## src/rtl/block_average_decimator_pkg.sv

```systemverilog
// -----------------------------------------------------------------------------
// block_average_decimator_pkg
// Shared constants and helpers for the block-average decimator.
//   DATA_W       : sample width used on every data port
//   MAX_ACC_W    : accumulator width for the largest legal block (LOG2_LEN=8)
//   acc_width()  : accumulator width for a given block exponent
//   round_shift(): round-half-up arithmetic divide by 2^log2_len
// -----------------------------------------------------------------------------
package block_average_decimator_pkg;

  localparam int DATA_W    = 16;
  localparam int MAX_LOG2  = 8;
  localparam int MAX_ACC_W = 17 + MAX_LOG2;

  function automatic int acc_width(input int log2_len);
    return 17 + log2_len;
  endfunction

  // Adding half an LSB of the result before the arithmetic shift rounds ties
  // toward +inf for both signs (4.5 -> 5, -4.5 -> -4). The mean of 16-bit
  // samples always fits back into 16 bits, so truncation is safe.
  function automatic logic signed [DATA_W-1:0] round_shift(
    input logic signed [MAX_ACC_W-1:0] sum,
    input int                          log2_len
  );
    logic signed [MAX_ACC_W-1:0] rounded;
    rounded = sum + (MAX_ACC_W'(1) <<< (log2_len - 1));
    return DATA_W'(rounded >>> log2_len);
  endfunction

endpackage

```

## src/rtl/block_average_decimator_extrema.sv

```systemverilog
// -----------------------------------------------------------------------------
// block_average_decimator_extrema (block_extrema)
// Running min/max tracker for one block plus the registered block results.
//   i_clk      : system clock
//   i_reset    : async active-high reset, clears everything to 0
//   i_sample   : signed sample being accepted this cycle
//   i_start    : sample is the first of a block (loads running regs)
//   i_update   : sample continues the block (signed compare update)
//   i_complete : sample finishes the block (publish min/max incl. sample)
//   o_min/o_max: min/max of the last completed block, held between blocks
// -----------------------------------------------------------------------------
module block_average_decimator_extrema
  import block_average_decimator_pkg::*;
(
  input  logic                     i_clk,
  input  logic                     i_reset,
  input  logic signed [DATA_W-1:0] i_sample,
  input  logic                     i_start,
  input  logic                     i_update,
  input  logic                     i_complete,
  output logic signed [DATA_W-1:0] o_min,
  output logic signed [DATA_W-1:0] o_max
);

  logic signed [DATA_W-1:0] r_run_min;
  logic signed [DATA_W-1:0] r_run_max;
  logic signed [DATA_W-1:0] r_out_min;
  logic signed [DATA_W-1:0] r_out_max;
  logic signed [DATA_W-1:0] w_next_min;
  logic signed [DATA_W-1:0] w_next_max;

  // Min/max including the current sample; the completing sample must be
  // folded in before publishing, so outputs load from these, not the regs.
  always_comb begin
    w_next_min = r_run_min;
    w_next_max = r_run_max;
    if (i_start) begin
      w_next_min = i_sample;
      w_next_max = i_sample;
    end else if (i_update) begin
      if (i_sample < r_run_min) w_next_min = i_sample;
      if (i_sample > r_run_max) w_next_max = i_sample;
    end
  end

  always_ff @(posedge i_clk or posedge i_reset) begin
    if (i_reset) begin
      r_run_min <= '0;
      r_run_max <= '0;
      r_out_min <= '0;
      r_out_max <= '0;
    end else begin
      if (i_start || i_update) begin
        r_run_min <= w_next_min;
        r_run_max <= w_next_max;
      end
      if (i_complete) begin
        r_out_min <= w_next_min;
        r_out_max <= w_next_max;
      end
    end
  end

  assign o_min = r_out_min;
  assign o_max = r_out_max;

endmodule

```

## src/rtl/block_average_decimator.sv

```systemverilog
// -----------------------------------------------------------------------------
// block_average_decimator
// Averages non-overlapping blocks of 2^LOG2_LEN samples and emits the rounded
// mean with block min/max and a one-cycle valid strobe.
//   i_clk        : system clock (rising edge)
//   i_reset      : async active-high reset
//   i_input      : signed sample from the median stage
//   i_in_valid   : qualifies i_input
//   i_clear      : sync; drops the partial block (and this cycle's sample)
//   o_output     : rounded mean of the last completed block
//   o_out_min    : minimum of the last completed block
//   o_out_max    : maximum of the last completed block
//   o_out_valid  : one-cycle pulse when the three results update
//
// state | meaning (implied by r_cnt, no separate state register)
// IDLE  | r_cnt == 0, no partial block; next accepted sample starts a block
// ACCUM | 0 < r_cnt < N, block in progress
// -----------------------------------------------------------------------------
module block_average_decimator
  import block_average_decimator_pkg::*;
#(
  parameter int LOG2_LEN = 3
) (
  input  logic                     i_clk,
  input  logic                     i_reset,
  input  logic signed [DATA_W-1:0] i_input,
  input  logic                     i_in_valid,
  input  logic                     i_clear,
  output logic signed [DATA_W-1:0] o_output,
  output logic signed [DATA_W-1:0] o_out_min,
  output logic signed [DATA_W-1:0] o_out_max,
  output logic                     o_out_valid
);

  localparam int                  ACC_W    = acc_width(LOG2_LEN);
  localparam logic [LOG2_LEN-1:0] CNT_LAST = '1;

  logic        [LOG2_LEN-1:0]  r_cnt;
  logic signed [ACC_W-1:0]     r_acc;
  logic signed [DATA_W-1:0]    r_output;
  logic                        r_out_valid;

  logic                        w_accept;
  logic                        w_start;
  logic                        w_update;
  logic                        w_complete;
  logic signed [ACC_W-1:0]     w_sample_ext;
  logic signed [ACC_W-1:0]     w_full_sum;
  logic signed [MAX_ACC_W-1:0] w_sum_ext;

  // Clear dominates: a sample arriving with Clear is not accepted at all.
  assign w_accept   = i_in_valid && !i_clear;
  assign w_start    = w_accept && (r_cnt == '0);
  assign w_update   = w_accept && (r_cnt != '0);
  assign w_complete = w_accept && (r_cnt == CNT_LAST);

  assign w_sample_ext = ACC_W'(i_input);
  assign w_full_sum   = r_acc + w_sample_ext;
  assign w_sum_ext    = MAX_ACC_W'(w_full_sum);

  always_ff @(posedge i_clk or posedge i_reset) begin
    if (i_reset) begin
      r_cnt       <= '0;
      r_acc       <= '0;
      r_output    <= '0;
      r_out_valid <= 1'b0;
    end else begin
      r_out_valid <= w_complete;
      if (i_clear) begin
        r_cnt <= '0;
      end else if (w_accept) begin
        // Counter is exactly LOG2_LEN bits, so it wraps to 0 after sample N.
        r_cnt <= r_cnt + 1'b1;
        r_acc <= w_start ? w_sample_ext : w_full_sum;
      end
      if (w_complete) begin
        r_output <= round_shift(w_sum_ext, LOG2_LEN);
      end
    end
  end

  block_average_decimator_extrema u_extrema (
    .i_clk      (i_clk),
    .i_reset    (i_reset),
    .i_sample   (i_input),
    .i_start    (w_start),
    .i_update   (w_update),
    .i_complete (w_complete),
    .o_min      (o_out_min),
    .o_max      (o_out_max)
  );

  assign o_output    = r_output;
  assign o_out_valid = r_out_valid;

endmodule

```

## config.mk

```make
export PLATFORM = sky130hd
export DESIGN_NAME = block_average_decimator
export DESIGN_NICKNAME = d
export VERILOG_FILES = /design/src/rtl/block_average_decimator_pkg.sv /design/src/rtl/block_average_decimator_extrema.sv /design/src/rtl/block_average_decimator.sv
export SDC_FILE = /design/constraint.sdc
export NUM_CORES = 1
export LEC_CHECK = 0
export ABC_AREA = 1
export CAP_MARGIN = 20
export CORE_MARGIN = 1
export CORE_UTILIZATION = 48
export DETAILED_ROUTE_END_ITERATION = 16
export PLACE_DENSITY = 0.69
export SLEW_MARGIN = 30
export SYNTH_ARGS = -nofsm -noshare
export SYNTH_HDL_FRONTEND = slang
export SYNTH_SLANG_ARGS = --single-unit
```

## constraint.sdc

```tcl
create_clock -name i_clk -period 7.6 [get_ports i_clk]
set_input_delay 1.14 -clock i_clk [delete_from_list [all_inputs] [get_ports i_clk]]
set_output_delay 1.14 -clock i_clk [all_outputs]
set_load 0.02 [all_outputs]
```

==> run metrics <==
status complete, no violations; Layout Cell Area excl Fill 7820 um^2; Slowest-stage cell, CP nor2_4; Post-layout nets 1028; Routed wire per std cell 15.2 um; Top FF cell, synth dfrtp_1; post-synth net total 968; clock slew at reported path FFs 0.07 ns; slowest stage delay, CP 0.51 ns; Synth cell types 38; first drt pass iteration count 5; most frequent cell after synthesis nand2_1; CTS Buffer Depth 2; FF-to-FF End u_extrema.r_run_max[11]$_DFFE_PP0P_; top post-synthesis cells by count 292 x nand2_1, 123 x inv_1, 103 x dfrtp_1; Slew headroom 0.414; Worst-Skew Late Latency 0.35 ns; CTS buffer count 9; Max Slew Vio Count 0; Hold Crit Start u_extrema.o_min[7]$_DFFE_PP0P_; vias per cell 5.15; Placer Congestion 0.887; arrival time at the worst endpoint 4.27 ns; DP Area 7540 um^2; sw frac 0.412; # Max-Cap Violations 0; layout cell share with drive strength beyond 1 0.0751; Final Setup Violations 0; area leader, netlist dfrtp_1; CTS H-tree lvls 3; RSZ-0062 raised after global routing no; cell family with most CP delay simple AND/OR/NAND/NOR gates; hpwl dp 12700 um; Synth top area share 0.384; grt ovf 0; fmax 248 MHz; Hold Crit Depth 2; Clock power frac 0.225; Ys Warns 0; row count 42; Syn Std Cell Area 6720 um^2; CP required 7.84 ns; Vias 5841; #FFs+latches synth 103; Mapped Cells 894; CTS tree done; first-pass GRT wire length 28400 um; Cell Chain, Critical Path clkdlybuf4s50_1 -> inv_1 -> nor2_4 -> inv_2 -> nor2_4 -> inv_2 -> a31oi_1 -> nand3_2 -> nand2_4 -> nand2_1 -> and2_1; maximum vdd drop 0.000135 V; Final min period 4.03 ns; Root Buffer clkbuf_16; IO Count 69; Buf/Inv on CP 4; Post-synth ARST share 1.00; initial antenna violation count 0; Fin Setup TNS 0 ns; Crit Path Class in -> reg; Area contributors post-synth dfrtp_1 38%, nand2_1 16%, ha_1 9.9%, nand3_1 7.0%, inv_1 6.9%; fin crit share 0.531; die span in x 120 um; R2R setup slack 4.91 ns; Pleak 4.13 nW; worst-margin pin slew 0.879 ns; ant diodes 0; hold worst-path end u_extrema.o_min[7]$_DFFE_PP0P_; CORE AREA 13500 um^2; Crit. End Element register; hold_buf cts 0; critical path launch point type input pin; WL final 17200 um; Reg2Reg Depth 11; # DRC 0; vias in the first global route 5602; largest net degree at the start of global routing 73; clock skew 0.00674 ns; r2r startpoint r_cnt[0]$_DFFE_PP0P_; ANT nets after route 0; worst hold path type reg -> reg; register area share after synthesis 0.384; Final Hold Viols 0; EDFF count, synth 0; Net Sw Power 0.000800 W; crit path max fanout 23; Pwr Density 248 nW/um^2; crit path from i_in_valid; GRT Overall Usage 0.252; internal power 0.00114 W; Logic pwr share 0.435; Initial Utilization 0.499; syn_area_per_cell 7.51 um^2; sequential power share 0.340; area grow syn2layout 16.4%; CTS Sinks 103; Die Area 14500 um^2; CTS resizes 0; Die Y 120 um; Initial DRC Count 364; setup bufs post-CTS 0; Port Buf Inserts 68
[cells by family (layout without fill, tap and decap cells)]
group / Yosys count / after routing / synth area share
flip-flops: 103 / 103 / 0.384
buffers and inverters: 151 / 216 / 0.0881
AND/OR/NAND/NOR: 509 / 509 / 0.349
adder cells (fa/ha/maj): 54 / 54 / 0.102
AO/OA/AOI/OAI: 70 / 70 / 0.0641
XOR/XNOR: 7 / 7 / 0.0130
[power by group through the flow]
stage	logic (W)	clock network (W)	registers, W
CTS	0.000843	0.000445	0.000659
global route	0.000955	0.000462	0.000667
floorplan	0.000643	0	0.000664
global placement	0.000826	0	0.000667
finish	0.000843	0.000436	0.000659
detailed placement	0.000835	0	0.000669
[placed cells by master (no fill, tap or decap), drive strengths merged]
master,instances
o211ai,11
clkinvlp,3
o221ai,9
nand3,102
xnor2,2
a211oi,2
nand4,10
inv,131
fa,1
xor2,5
a21o,1
ha,53
and2,33
o21ai,18
o31ai,1
nor3,5
clkbuf,10
buf,2
a21oi,27
clkinv,2
nand3b,3
nand2,315
a31oi,1
dfrtp,103
nor2,41
clkdlybuf4s50,68
[metrics by stage]
stage | instances | hold WS [ns] | utilization | setup WS (ns) | power (W)
final | 1135 | 0.477 | 0.581 | 3.57 | 0.00194
after global routing | 1135 | 0.497 | 0.581 | 3.35 | 0.00208
after CTS | 1135 | 0.487 | 0.581 | 3.59 | 0.00195
after detailed placement | 1119 | 0.464 | 0.560 | 3.23 | 0.00150
after global placement | 1119 | 0.466 | 0.560 | 3.28 | 0.00149
after floorplan | 894 | 0.463 | - | 3.76 | 0.00131
[layer usage]
layer / part of all wire / track usage / up-vias / wire, um
met5: 0 / 0 / - / 0
met4: 0.019 / 0.0718 / 0 / 327
met3: 0.036 / 0.0415 / 23 / 613
met2: 0.48 / 0.417 / 129 / 8210
met1: 0.47 / 0.341 / 2720 / 8080
li1: - / - / 2969 / -
[sequential cells by signal, indices dropped and copies added, names as in the netlist]
signal and cells:
r_acc 19, o_output 16, u_extrema.o_max 16, u_extrema.o_min 16
u_extrema.r_run_max 16, u_extrema.r_run_min 16, r_cnt 3, o_out_valid 1
[how the worst max path moves through the flow]
stage                                           to  slack (ns)  cells after the start
6_report       u_extrema.r_run_max[11]$_DFFE_PP0P_        3.57                     11
5_1_grt            u_extrema.o_max[15]$_DFFE_PP0P_        3.35                     12
4_1_cts             u_extrema.o_max[1]$_DFFE_PP0P_        3.59                     12
3_5_place_dp        u_extrema.o_max[1]$_DFFE_PP0P_        3.23                     12
3_3_place_gp               o_output[9]$_DFFE_PP0P_        3.28                      7
2_1_floorplan                o_out_valid$_DFF_PP0_        3.76                      1
[worst register-to-register path, delay by kind of cell, from the launching register on]
family / cells / cell delay, ns
AOI/OAI and AO/OA: 1 / 0.24
buffers and inverters: 3 / 0.37
and+or+nand+nor: 6 / 1.43
DFF: 1 / 0.35
adders and majority gates: 1 / 0.19
[cell type report]
| class | instances | area, um^2 |
|---|---|---|
| multi-input combinational | 640 | 3550 |
| clock inverter | 6 | 45.0 |
| timing repair buffer | 70 | 699 |
| inverter | 130 | 490 |
| tap | 176 | 220 |
| clock buffer | 10 | 229 |
| sequential | 103 | 2580 |
| fill | 1306 | 5640 |
Note: power is estimated with default switching activity, not from simulation.
